$ cat config.mk
export PLATFORM = sky130hd
export DESIGN_NAME = retire_trace_fifo
export DESIGN_NICKNAME = d
export VERILOG_FILES = /design/src/rtl/retire_trace_fifo.sv
export SDC_FILE = /design/constraint.sdc
export NUM_CORES = 1
export LEC_CHECK = 0
export BUFFER_PORTS_ARGS = -buffer_cell sky130_fd_sc_hd__buf_4
export CAP_MARGIN = 20
export CELL_PAD_IN_SITES_DETAIL_PLACEMENT = 1
export CELL_PAD_IN_SITES_GLOBAL_PLACEMENT = 2
export CORE_MARGIN = 2
export CORE_UTILIZATION = 43
export DETAILED_ROUTE_END_ITERATION = 16
export PLACE_DENSITY_LB_ADDON = 0.05
export SETUP_SLACK_MARGIN = 0.02
export SLEW_MARGIN = 20
export SYNTH_ARGS = -nofsm -noshare
export SYNTH_HDL_FRONTEND = slang
export SYNTH_SLANG_ARGS = --single-unit
$ cat constraint.sdc
create_clock -name clk -period 8.3 [get_ports clk]
set_input_delay 0 -clock clk [delete_from_list [all_inputs] [get_ports clk]]
set_output_delay 0 -clock clk [all_outputs]
set_load 0.05 [all_outputs]
$ cat src/rtl/retire_trace_fifo.sv
// Retire trace capture: turns core write-back and data-memory activity into
// timestamped records in a dual-push, single-pop FWFT FIFO drained over valid/ready.
module retire_trace_fifo #(
  parameter int unsigned DATA_W = 32,
  parameter int unsigned ADDR_W = 9,
  parameter int unsigned DEPTH  = 16,
  parameter int unsigned TS_W   = 16
) (
  input  logic                       clk,
  input  logic                       reset,
  input  logic                       trace_en,
  input  logic                       reg_write_sig,
  input  logic [4:0]                 reg_num,
  input  logic [DATA_W-1:0]          reg_data,
  input  logic                       wr,
  input  logic                       rd,
  input  logic [ADDR_W-1:0]          addr,
  input  logic [DATA_W-1:0]          wr_data,
  input  logic [DATA_W-1:0]          rd_data,
  output logic                       trace_valid,
  input  logic                       trace_ready,
  output logic [1:0]                 trace_kind,
  output logic [ADDR_W-1:0]          trace_addr,
  output logic [DATA_W-1:0]          trace_data,
  output logic [TS_W-1:0]            trace_ts,
  output logic [$clog2(DEPTH):0]     level,
  output logic [15:0]                drop_count,
  output logic                       err_rdwr
);

  localparam int unsigned PTR_W = $clog2(DEPTH);
  localparam int unsigned LVL_W = PTR_W + 1;

  localparam logic [1:0] KIND_REG  = 2'b00;
  localparam logic [1:0] KIND_MEMR = 2'b01;
  localparam logic [1:0] KIND_MEMW = 2'b10;

  typedef struct packed {
    logic [1:0]        kind;
    logic [ADDR_W-1:0] addr;
    logic [DATA_W-1:0] data;
    logic [TS_W-1:0]   ts;
  } rec_t;

  rec_t              mem_q [DEPTH];
  logic [PTR_W-1:0]  head_q, head_d;
  logic [PTR_W-1:0]  tail_q, tail_d;
  logic [LVL_W-1:0]  level_q, level_d;
  logic [TS_W-1:0]   ts_q, ts_d;
  logic [15:0]       drop_q, drop_d;
  logic              err_q, err_d;

  logic              reg_ev, mem_ev, push, pop;
  logic [1:0]        n_ev;
  logic [LVL_W-1:0]  free_slots;
  logic              we0, we1;
  logic [PTR_W-1:0]  idx0, idx1;
  rec_t              rec_reg, rec_mem, rec0, rec_head;

  // Event decode, atomic admission and pointer/occupancy bookkeeping
  always_comb begin
    reg_ev     = trace_en && reg_write_sig && (reg_num != 5'd0);
    mem_ev     = trace_en && (wr || rd);
    n_ev       = {1'b0, reg_ev} + {1'b0, mem_ev};
    free_slots = LVL_W'(DEPTH) - level_q;
    push       = (n_ev != 2'd0) && (free_slots >= LVL_W'(n_ev));
    pop        = (level_q != '0) && trace_ready;

    rec_reg.kind = KIND_REG;
    rec_reg.addr = ADDR_W'(reg_num);
    rec_reg.data = reg_data;
    rec_reg.ts   = ts_q;

    rec_mem.kind = wr ? KIND_MEMW : KIND_MEMR;
    rec_mem.addr = addr;
    rec_mem.data = wr ? wr_data : rd_data;
    rec_mem.ts   = ts_q;

    // REG is the older instruction, so it takes the first slot when both fire
    rec0 = reg_ev ? rec_reg : rec_mem;
    we0  = push && !reset;
    we1  = push && reg_ev && mem_ev && !reset;
    idx0 = tail_q;
    idx1 = tail_q + PTR_W'(1);

    head_d  = pop ? head_q + PTR_W'(1) : head_q;
    tail_d  = push ? tail_q + PTR_W'(n_ev) : tail_q;
    level_d = level_q + (push ? LVL_W'(n_ev) : LVL_W'(0)) - LVL_W'(pop);
    ts_d    = ts_q + TS_W'(1);

    drop_d = drop_q;
    if ((n_ev != 2'd0) && !push && (drop_q != 16'hFFFF)) begin
      drop_d = drop_q + 16'd1;
    end

    err_d = err_q || (trace_en && wr && rd);
  end

  always_ff @(posedge clk) begin
    if (reset) begin
      head_q  <= '0;
      tail_q  <= '0;
      level_q <= '0;
      ts_q    <= '0;
      drop_q  <= '0;
      err_q   <= 1'b0;
    end else begin
      head_q  <= head_d;
      tail_q  <= tail_d;
      level_q <= level_d;
      ts_q    <= ts_d;
      drop_q  <= drop_d;
      err_q   <= err_d;
    end
  end

  // Record storage; contents are don't-care while empty since outputs are gated
  always_ff @(posedge clk) begin
    if (we0) mem_q[idx0] <= rec0;
    if (we1) mem_q[idx1] <= rec_mem;
  end

  always_comb begin
    rec_head = (level_q != '0) ? mem_q[head_q] : '0;
  end

  assign trace_valid = (level_q != '0);
  assign trace_kind  = rec_head.kind;
  assign trace_addr  = rec_head.addr;
  assign trace_data  = rec_head.data;
  assign trace_ts    = rec_head.ts;
  assign level       = level_q;
  assign drop_count  = drop_q;
  assign err_rdwr    = err_q;

endmodule

==> summary.md, run 1 <==
| Metric | Value |
|---|---|
| Hold Vio Cnt, Final | `0` |
| Cts bufs inserted | `110` |
| Skew final | `51.1 ps` |
| MaxCap Viol Count | `0` |
| Ys flop type | `edfxtp_1` |
| Postcts setup bufs | `0` |
| Nets | `3149` |
| Clk_lat worst skew | `720 ps` |
| Synthesized flop and latch total | `994` |
| Critical-path top delay cell | `nand3_4` |
| Setup violations, final | `0` |
| Root Driver | `clkbuf_16` |
| Hold Crit Class | `in2reg` |
| Most frequent cells in the layout | `edfxtp_1 (944), mux2i_1 (543), mux4_2 (295)` |
| Avg Vias per Cell | `5.97` |
| Htree depth | `3` |
| Die Ht | `333 um` |
| Synth Cell Area | `0.0466 mm2` |
| Leakage | `21.2 nW` |
| Critical path class | `in2reg` |
| Post-DP HPWL | `76.8 mm` |
| Number of cell rows | `120` |
| Initial DRT Pass Iterations | `5` |
| Die Wd | `333 um` |
| Largest net degree at the start of global routing | `134` |
| Area grow syn2layout | `17.5%` |
| Final ANT Viol Nets | `0` |
| Period utilization | `69.5%` |
| Req. time, crit path | `8760 ps` |
| Crit path max fanout | `33` |
| Initial antenna violation count | `6` |
| Pwr/cell area | `264 mW/mm2` |
| Hold slack | `29.8 ps` |
| Crit path buf inv count | `4` |
| Total Routing Usage GR | `25.4%` |
| Max Clk Rate | `173 MHz` |
| DIE AREA | `0.111 mm2` |
| Total number of yosys warnings | `0` |
| Worst slew margin | `23.7%` |
| Via count | `26900` |
| Worst-Margin Slew | `1140 ps` |
| Number of flops mapped to enable cells by yosys | `944` |
| Max Root-Sink Buffers | `3` |
| Core region area | `0.107 mm2` |
| Worst Path Arrival | `6230 ps` |
| Synth Instances | `2736` |
| CP endpoint kind | `flop` |
| DRC viols | `0` |
| Most common cell after layout, fill and taps aside | `edfxtp_1` |
| RSZ-0062 raised after global routing | `no` |
| Mapped Nets | `2873` |
| DRT iter0 DRCs | `2224` |
| Crit-path cells | `dlygate4sd3_1, buf_4, nor4_1, a21o_4, ha_1, ha_1, nand2b_1, a221oi_2, a21oi_1, nand3_4, buf_4, mux2i_1, dlygate4sd3_1` |
| Initial Util | `43.4%` |
| Status | `finished clean` |
| First-pass GRT wire length | `204 mm` |
| Seq/Total Area, Yosys | `63.0%` |
| Top-level I/O count | `199` |
| Number of sinks on the clock net | `994` |
| Reg area | `0.0294 mm2` |
| Crit start category | `input port` |
| DR WL/cell | `31.2 um` |
| Gp weighted congestion | `0.763` |
| Area of the multi-input gates | `0.0165 mm2` |
| Grt ovf | `0` |
| Final Instance Area | `0.0548 mm2` |
| Fraction of layout cells with a size suffix above 1 | `27.2%` |
| Clk pin slew, worst setup/hold paths | `60 ps` |
| Max incr delay on CP | `1010 ps` |
| Fill cells | `9902` |
| Routed wire length | `141 mm` |
| Worst VDD drop | `168 uV` |
| Crit path max-delay family | `buffers and inverters` |
| Fraction of registers with async set/reset | `0%` |
| Min Clock Period, post-route | `5770 ps` |
| Vias in the first global route | `29000` |
| DP Area | `0.0499 mm2` |
| Max-slew violations | `0` |
| Port Buffer Count | `198` |
| Synthesized area per cell | `17.0 um2` |
| Yosys cell types | `57` |
| TNS Setup | `0 ps` |
| CTS tree | `built` |
-- sequential cells by signal, summed over array words and instances, names as in the netlist, named ones only --
register,count
idx0,4
err_rdwr,1
level,5
ts_q,16
head_q,4
mem_q,944
drop_count,16
-- what timing repair did --
item,4_1_cts,5_1_grt
hold endpoints to repair,707,227
hold buffers,116,15
endpoints found under the setup margin,0,0
gates resized for setup,0,0
-- tightest hold or removal path, cell delays in order --
cell	delay (ps)
buf_4	80
mux2i_2	60
nand2_1	80
o21ai_2	200
mux2i_1	190
-- worst paths after layout --
| path | from | endpoint | slack [ps] | depth (start not counted) |
|---|---|---|---|---|
| worst min-delay path | rd_data[26] | mem_q[8][42]$_DFFE_PP_ | 30 | 5 |
| worst max register to register | level[0]$_SDFF_PP0_ | mem_q[2][43]$_DFFE_PP_ | 3200 | 11 |
| worst max-delay path | reg_num[3] | mem_q[2][43]$_DFFE_PP_ | 2530 | 13 |
| worst min register to register | drop_count[13]$_SDFFE_PP0P_ | drop_count[13]$_SDFFE_PP0P_ | 510 | 2 |
-- report_power, final --
group	switching (W)	leakage [nW]	internal, W
combinational	0.00232	10.6	0.00163
sequential	0.000130	8.98	0.00565
clock	0.00207	1.69	0.00268
-- final cells by class --
type | instances | share of cell area, %
Antenna cell | 2 | 0.00913
Clock buffer | 146 | 5.36
Timing Repair Buffer | 418 | 6.63
Clock inverter | 58 | 0.939
Sequential cell | 994 | 53.6
Multi-Input combinational cell | 1467 | 30.1
Inverter | 21 | 0.144
Tap cell | 1403 | 3.20
-- logic make-up after synthesis --
kind of cell / Yosys count / share of synthesized area [%]
DFF: 994 / 63.0
muxes: 895 / 27.3
and+or+nand+nor: 339 / 3.79
buffers and inverters: 275 / 2.41
AOI/OAI and AO/OA: 194 / 2.64
adders and majority gates: 20 / 0.569
xor gates and xnor gates: 19 / 0.357
-- per-layer routing --
metal  GRT usage, %  part of all wire, %  wire [um]
met1           34.2                   43      60500
met2           43.3                   50      70500
met3           3.77                  4.7       6600
met4           6.03                  2.2       3030
met5              0                0.035         49
-- per-stage QoR --
stage / setup WS, ps / instances / util [%] / power (W)
after floorplan: 2090 / 2736 / - / 0.00859
after global placement: 2850 / 4164 / 46.4 / 0.00976
after detailed placement: 2730 / 4169 / 46.5 / 0.00983
after CTS: 2570 / 4489 / 50.8 / 0.0146
after global routing: 2360 / 4507 / 51.0 / 0.0150
final: 2530 / 4509 / 51.0 / 0.0145
-- synthesized netlist by cell type, types with 18 or more instances --
cell type,n,area [um2]
buf_2,35,175
and2_1,64,400
mux2i_1,549,5500
ha_1,18,225
mux2_2,47,529
mux4_2,295,6640
a21oi_1,66,330
a21boi_0,51,383
dfxtp_1,50,1000
inv_1,21,78.8
o21ai_1,33,165
edfxtp_1,944,28300
nand2_1,66,248
buf_1,27,101
nor2b_1,33,206
clkbuf_1,185,694
nor2_1,87,327
No activity file was read; power rests on OpenSTA's default activity.
==> run 2: changes to the inputs <==
- clock period: 8.3 -> 5 ns (I/O delays scaled with it)
==> summary.md, run 2 (synthesized netlist as in run 1, its figures left out) <==
| Metric | Value |
|---|---|
| Skew final | `30.2 ps (-21.0 ps)` |
| Crit path max fanout | `26 (-21%)` |
| DRC viols | `0 (unchanged)` |
| Setup slack, reg-to-reg | `550 ps (-2650 ps)` |
| Crit path buf inv count | `6 (+2)` |
| DRT iter0 DRCs | `2081 (-6.4%)` |
| Cts bufs inserted | `110 (unchanged)` |
| Final Instance Area | `0.0553 mm2 (+0.90%)` |
| DP Area | `0.0502 mm2 (+0.70%)` |
| Hold Crit Start | `rd_data[25]` |
| Number of sinks on the clock net | `994 (unchanged)` |
| Seq pwr share | `39.0% (-0.9 points)` |
| Core region area | `0.107 mm2 (unchanged)` |
| Critical path class | `in2reg` |
| Min Clock Period, post-route | `4820 ps` |
| CTS Hold Buffers Added | `103 (-11%)` |
| Crit start category | `input port` |
| Routed wire length | `141 mm (+0.50%)` |
| Post-DP HPWL | `78.5 mm (+2.2%)` |
| Global route hottest layer | `met2` |
| Max incr delay on CP | `790 ps (-220 ps)` |
| Crit-path cells | `dlygate4sd3_1, buf_4, nor4_1, buf_4, a21o_4, ha_1, ha_1, nand2b_1, a221oi_2, buf_4, a2111oi_4, nand2_4, buf_4, mux2i_1, dlygate4sd3_1` |
| Crit path max-delay family | `buffers and inverters` |
| Number of cell rows | `120 (unchanged)` |
| Routing usage on met2 | `44.0% (+0.74 points)` |
| Number of flip-flops under the largest register name | `944 (unchanged)` |
| Via count | `26900 (-0.074%)` |
| TNS Setup | `0 ps (unchanged)` |
| Req. time, crit path | `5470 ps (-3290 ps)` |
| Avg Vias per Cell | `5.94 (-0.38%)` |
| Worst-Margin Slew | `1130 ps (-4.55 ps)` |
| Postcts setup bufs | `0 (unchanged)` |
| Leakage | `21.5 nW (+1.2%)` |
| Sw power | `0.00755 W (+67%)` |
| Hold slack | `30.6 ps (+0.786 ps)` |
| Total Routing Usage GR | `25.5% (+0.15 points)` |
| Most flop-heavy register | `mem_q` |
| RSZ-0062 raised after global routing | `no` |
| DIE AREA | `0.111 mm2 (unchanged)` |
| Gp weighted congestion | `0.793 (+4.0%)` |
| Dpl ws | `507 ps (-2220 ps)` |
| Clock power frac | `33.9% (+1.1 points)` |
| Largest net degree at the start of global routing | `74 (-45%)` |
| Most used cell, CP | `buf_4` |
| Period utilization | `96.4%` |
| Initial DRT Pass Iterations | `5 (unchanged)` |
| Die Wd | `333 um (unchanged)` |
| Worst slew margin | `23.8% (+0.13 points)` |
| Worst VDD drop | `294 uV (+75%)` |
| Hold Crit Class | `in2reg` |
| Clk pin slew, worst setup/hold paths | `60 ps (about the same)` |
| Grt ovf | `0 (unchanged)` |
| Post-cts sizing count | `0 (unchanged)` |
| Fraction of layout cells with a size suffix above 1 | `28.2% (+0.98 points)` |
| Sw Ratio | `30.8% (-0.41 points)` |
| Worst Path Arrival | `5290 ps (-940 ps)` |
| CTS tree | `built` |
| Die Ht | `333 um (unchanged)` |
| Max Clk Rate | `208 MHz` |
| MaxCap Viol Count | `0 (unchanged)` |
| Met3 Track Usage GR | `3.70% (-0.064 points)` |
| Initial Util | `43.4% (unchanged)` |
| Port Buffer Count | `198 (unchanged)` |
| Vias in the first global route | `29200 (+0.97%)` |
| CP endpoint kind | `flop` |
| Initial antenna violation count | `3 (-3)` |
| Pwr/cell area | `443 mW/mm2 (+68%)` |
| Reg-to-reg startpoint | `level[0]$_SDFF_PP0_` |
| Max Root-Sink Buffers | `3 (unchanged)` |
| Most common cell after layout, fill and taps aside | `edfxtp_1` |
| Gate power share | `27.2% (about the same)` |
| Most frequent cells in the layout | `edfxtp_1 (944), mux2i_1 (547), mux4_2 (295)` |
| Htree depth | `3 (unchanged)` |
| Hold path depth | `5 (unchanged)` |
| Top-level I/O count | `199 (unchanged)` |
| # diodes | `0 (-2)` |
| Overall power | `0.0245 W (+69%)` |
| Root Driver | `clkbuf_16` |
| Nets | `3162 (+0.41%)` |
| Met1 GRT Util | `33.9% (-0.38 points)` |
| Status | `finished clean` |
| PnR worst setup slack | `181 ps (-2350 ps)` |
| Hold path endpoint | `mem_q[2][41]$_DFFE_PP_` |
| First-pass GRT wire length | `206 mm (+0.95%)` |
| Int Power | `0.0170 W (+70%)` |
| Worst reg2reg path depth | `12 (+1)` |
| R2R Path End | `mem_q[11][20]$_DFFE_PP_` |
| Max-slew violations | `0 (unchanged)` |
| DR WL/cell | `31.3 um (+0.19%)` |
| Clk_lat worst skew | `720 ps (about the same)` |
| Hold Vio Cnt, Final | `0 (unchanged)` |
| Final ANT Viol Nets | `0 (unchanged)` |
| Critical-path top delay cell | `a2111oi_4` |
| Area grow syn2layout | `18.6%` |
| Setup violations, final | `0 (unchanged)` |
==> run 2: changes by cell type in the layout (fill, tap and decap cells not counted), moves of 3 or more <==
cell / previous run / this run
clkinv_16: 1 / 5
o21ai_1: 10 / 6
clkinv_1: 26 / 16
dlygate4sd3_1: 131 / 123
buf_12: 9 / 24
clkbuf_8: 3 / 10
mux2i_1: 543 / 547
bufinv_16: 6 / 11
mux2i_2: 6 / 2
inv_16: 4 / 1
buf_4: 272 / 282
o21ai_2: 23 / 27
==> run 2: metrics by stage <==
step                instances  utilization, %
finish                   4523            51.5
global route             4523            51.5
CTS                      4502            51.2
detailed placement       4192            46.8
global placement         4191            46.7
floorplan                2736               -
==> run 2: cell type report <==
cell class | instances | area, um2
Timing Repair Buffer | 431 | 3870
Inverter | 21 | 78.8
Multi-Input combinational cell | 1467 | 16500
Sequential cell | 994 | 29400
Tap cell | 1403 | 1760
Fill cell | 9842 | 52100
Clock inverter | 55 | 679
Clock buffer | 152 | 3030
==> run 2: tightest hold or removal path, stage by stage <==
cell     delay, ps
buf_4           80
mux2i_2         60
nand2_1         80
o21ai_2        200
mux2i_1        190
==> run 2: power by group through the flow <==
stage	clock (W)	sequential (W)	combinational, W
floorplan	0	0.00968	0.00458
global placement	0	0.00971	0.00656
detailed placement	0	0.00973	0.00664
CTS	0.00846	0.00955	0.00674
global route	0.00875	0.00957	0.00706
finish	0.00830	0.00955	0.00666
==> run 2: routing by layer <==
metal | part of all wire, % | wire, um
met1 | 42 | 59500
met2 | 51 | 72100
met3 | 4.5 | 6430
met4 | 2.4 | 3420
met5 | 0.024 | 34
==> run 2: worst max-delay path by stage <==
stage,from,end,cells after the start
floorplan,reg_num[3],mem_q[11][0]$_DFFE_PP_,12
global placement,reg_num[1],mem_q[13][22]$_DFFE_PP_,12
detailed placement,reg_num[3],mem_q[6][9]$_DFFE_PP_,12
CTS,reg_num[3],mem_q[11][36]$_DFFE_PP_,15
global route,reg_num[3],mem_q[11][20]$_DFFE_PP_,15
finish,reg_num[3],mem_q[11][20]$_DFFE_PP_,15
==> run 3: changes to the inputs <==
- MAX_ROUTING_LAYER: default -> met4
==> summary.md, run 3 (synthesized netlist as in run 1, its figures left out) <==
| Metric | Value |
|---|---|
| Worst VDD drop | `292 uV (-0.48%)` |
| Crit start category | `input port` |
| Hold slack | `29.5 ps (-1.07 ps)` |
| Largest net degree at the start of global routing | `74 (unchanged)` |
| Most frequent cells in the layout | `edfxtp_1 (944), mux2i_1 (547), mux4_2 (295)` |
| Gp weighted congestion | `0.804 (+1.4%)` |
| Hold Crit Class | `in2reg` |
| Number of flip-flops under the largest register name | `944 (unchanged)` |
| Int Power | `0.0170 W (about the same)` |
| Post-cts sizing count | `0 (unchanged)` |
| Initial Util | `43.4% (unchanged)` |
| TNS Setup | `0 ps (unchanged)` |
| Port Buffer Count | `198 (unchanged)` |
| Area grow syn2layout | `18.6% (about the same)` |
| Clk pin slew, worst setup/hold paths | `60 ps (about the same)` |
| Die Ht | `333 um (unchanged)` |
| Worst setup path endpoint | `mem_q[11][20]$_DFFE_PP_` |
| Min Clock Period, post-route | `4820 ps (-1.01 ps)` |
| Clock power frac | `33.9% (about the same)` |
| Critical Path Start | `reg_num[3]` |
| Grt ovf | `0 (unchanged)` |
| Cts bufs inserted | `110 (unchanged)` |
| Status | `finished clean` |
| Htree depth | `3 (unchanged)` |
| RSZ-0062 raised after global routing | `no` |
| Fraction of layout cells with a size suffix above 1 | `28.2% (unchanged)` |
| DP Area | `0.0502 mm2 (unchanged)` |
| Req. time, crit path | `5470 ps (about the same)` |
| Post-DP HPWL | `78.5 mm (unchanged)` |
| DIE AREA | `0.111 mm2 (unchanged)` |
| Initial DRT Pass Iterations | `5 (unchanged)` |
| First-pass GRT wire length | `205 mm (about the same)` |
| Avg Vias per Cell | `5.93 (-0.31%)` |
| Overall power | `0.0245 W (about the same)` |
| Worst Path Arrival | `5280 ps (about the same)` |
| Routed wire length | `141 mm (about the same)` |
| Max-slew violations | `0 (unchanged)` |
| Vias in the first global route | `29200 (+0.0034%)` |
| MaxCap Viol Count | `0 (unchanged)` |
| Max Clk Rate | `208 MHz (about the same)` |
| Worst-Margin Slew | `1170 ps (+41.2 ps)` |
| R2R Path End | `mem_q[11][20]$_DFFE_PP_` |
| Leakage | `21.5 nW (unchanged)` |
| Postcts setup bufs | `0 (unchanged)` |
| Final Instance Area | `0.0553 mm2 (about the same)` |
| Number of cell rows | `120 (unchanged)` |
| Die Wd | `333 um (unchanged)` |
| Reg-to-reg startpoint | `level[0]$_SDFF_PP0_` |
| DRC viols | `0 (unchanged)` |
| Critical path class | `in2reg` |
| Via count | `26800 (-0.24%)` |
| Final ANT Viol Nets | `0 (unchanged)` |
| DR WL/cell | `31.2 um (-0.11%)` |
| Most common cell after layout, fill and taps aside | `edfxtp_1` |
| CTS tree | `built` |
| Seq pwr share | `39.0% (about the same)` |
| Max Root-Sink Buffers | `3 (unchanged)` |
| Sw power | `0.00754 W (about the same)` |
| Total Routing Usage GR | `26.3% (+0.76 points)` |
| PnR worst setup slack | `182 ps (+1.01 ps)` |
| Initial antenna violation count | `3 (unchanged)` |
| CP endpoint kind | `flop` |
| Worst reg2reg path depth | `12 (unchanged)` |
| Setup violations, final | `0 (unchanged)` |
| Core region area | `0.107 mm2 (unchanged)` |
| Number of sinks on the clock net | `994 (unchanged)` |
| Hold Vio Cnt, Final | `0 (unchanged)` |
| DRT iter0 DRCs | `2078 (-0.14%)` |
| Crit path max fanout | `26 (unchanged)` |
| Skew final | `33.2 ps (+3.01 ps)` |
| Top-level I/O count | `199 (unchanged)` |
| Worst slew margin | `21.1% (-2.8 points)` |
| Most flop-heavy register | `mem_q` |
| CTS Hold Buffers Added | `103 (unchanged)` |
| Gate power share | `27.1% (about the same)` |
| Period utilization | `96.4% (about the same)` |
| Dpl ws | `507 ps (unchanged)` |
| Root Driver | `clkbuf_16` |
| Nets | `3162 (unchanged)` |
| Pwr/cell area | `443 mW/mm2 (about the same)` |
| Clk_lat worst skew | `720 ps (about the same)` |
| Setup slack, reg-to-reg | `550 ps (about the same)` |
| Sw Ratio | `30.8% (about the same)` |
==> run 3: worst max-delay path: stages <==
cell and delay, ps:
dlygate4sd3_1 590, buf_4 160, nor4_1 570, buf_4 250, a21o_4 130, ha_1 260
ha_1 280, nand2b_1 130, a221oi_2 90, buf_4 170, a2111oi_4 800, nand2_4 490
buf_4 500, mux2i_1 190, dlygate4sd3_1 600
==> run 3: worst min path at each step <==
stage | start | endpoint | cells after the start
detailed placement | rd | err_rdwr$_SDFF_PP0_ | 3
floorplan | rd | err_rdwr$_SDFF_PP0_ | 2
global route | reg_num[2] | mem_q[10][50]$_DFFE_PP_ | 3
global placement | rd | err_rdwr$_SDFF_PP0_ | 3
CTS | rd_data[17] | mem_q[1][33]$_DFFE_PP_ | 4
finish | rd_data[25] | mem_q[2][41]$_DFFE_PP_ | 5
==> run 3: area by class of cell <==
class                   count  area (um2)
repair buffers            431        3870
inverters                  21        78.8
well taps                1403        1760
flip-flops and latches    994       29400
diodes                      3        7.51
clock buffers             152        3030
fillers                  9844       52100
multi-input cells        1467       16500
clock inverters            55         679
==> run 3: layer usage <==
metal / vias to the layer above / GRT usage [%] / routed length, um
met2: 700 / 44.0 / 72200
met1: 14400 / 33.9 / 59500
met5: - / - / 0
met4: 0 / 6.58 / 3360
met3: 236 / 3.57 / 6270
li1: 11500 / - / -
==> run 3: power groups by stage <==
| stage | Clock (W) | Combinational, W | Sequential, W |
|---|---|---|---|
| 4_1_cts | 0.00846 | 0.00674 | 0.00955 |
| 6_report | 0.00830 | 0.00665 | 0.00955 |
| 3_3_place_gp | 0 | 0.00656 | 0.00971 |
| 3_5_place_dp | 0 | 0.00664 | 0.00973 |
| 2_1_floorplan | 0 | 0.00458 | 0.00968 |
| 5_1_grt | 0.00875 | 0.00706 | 0.00957 |
==> run 3: metrics by stage <==
stage | util, % | std cells
CTS | 51.2 | 4502
finish | 51.5 | 4526
global placement | 46.7 | 4191
global route | 51.5 | 4526
detailed placement | 46.8 | 4192
floorplan | - | 2736
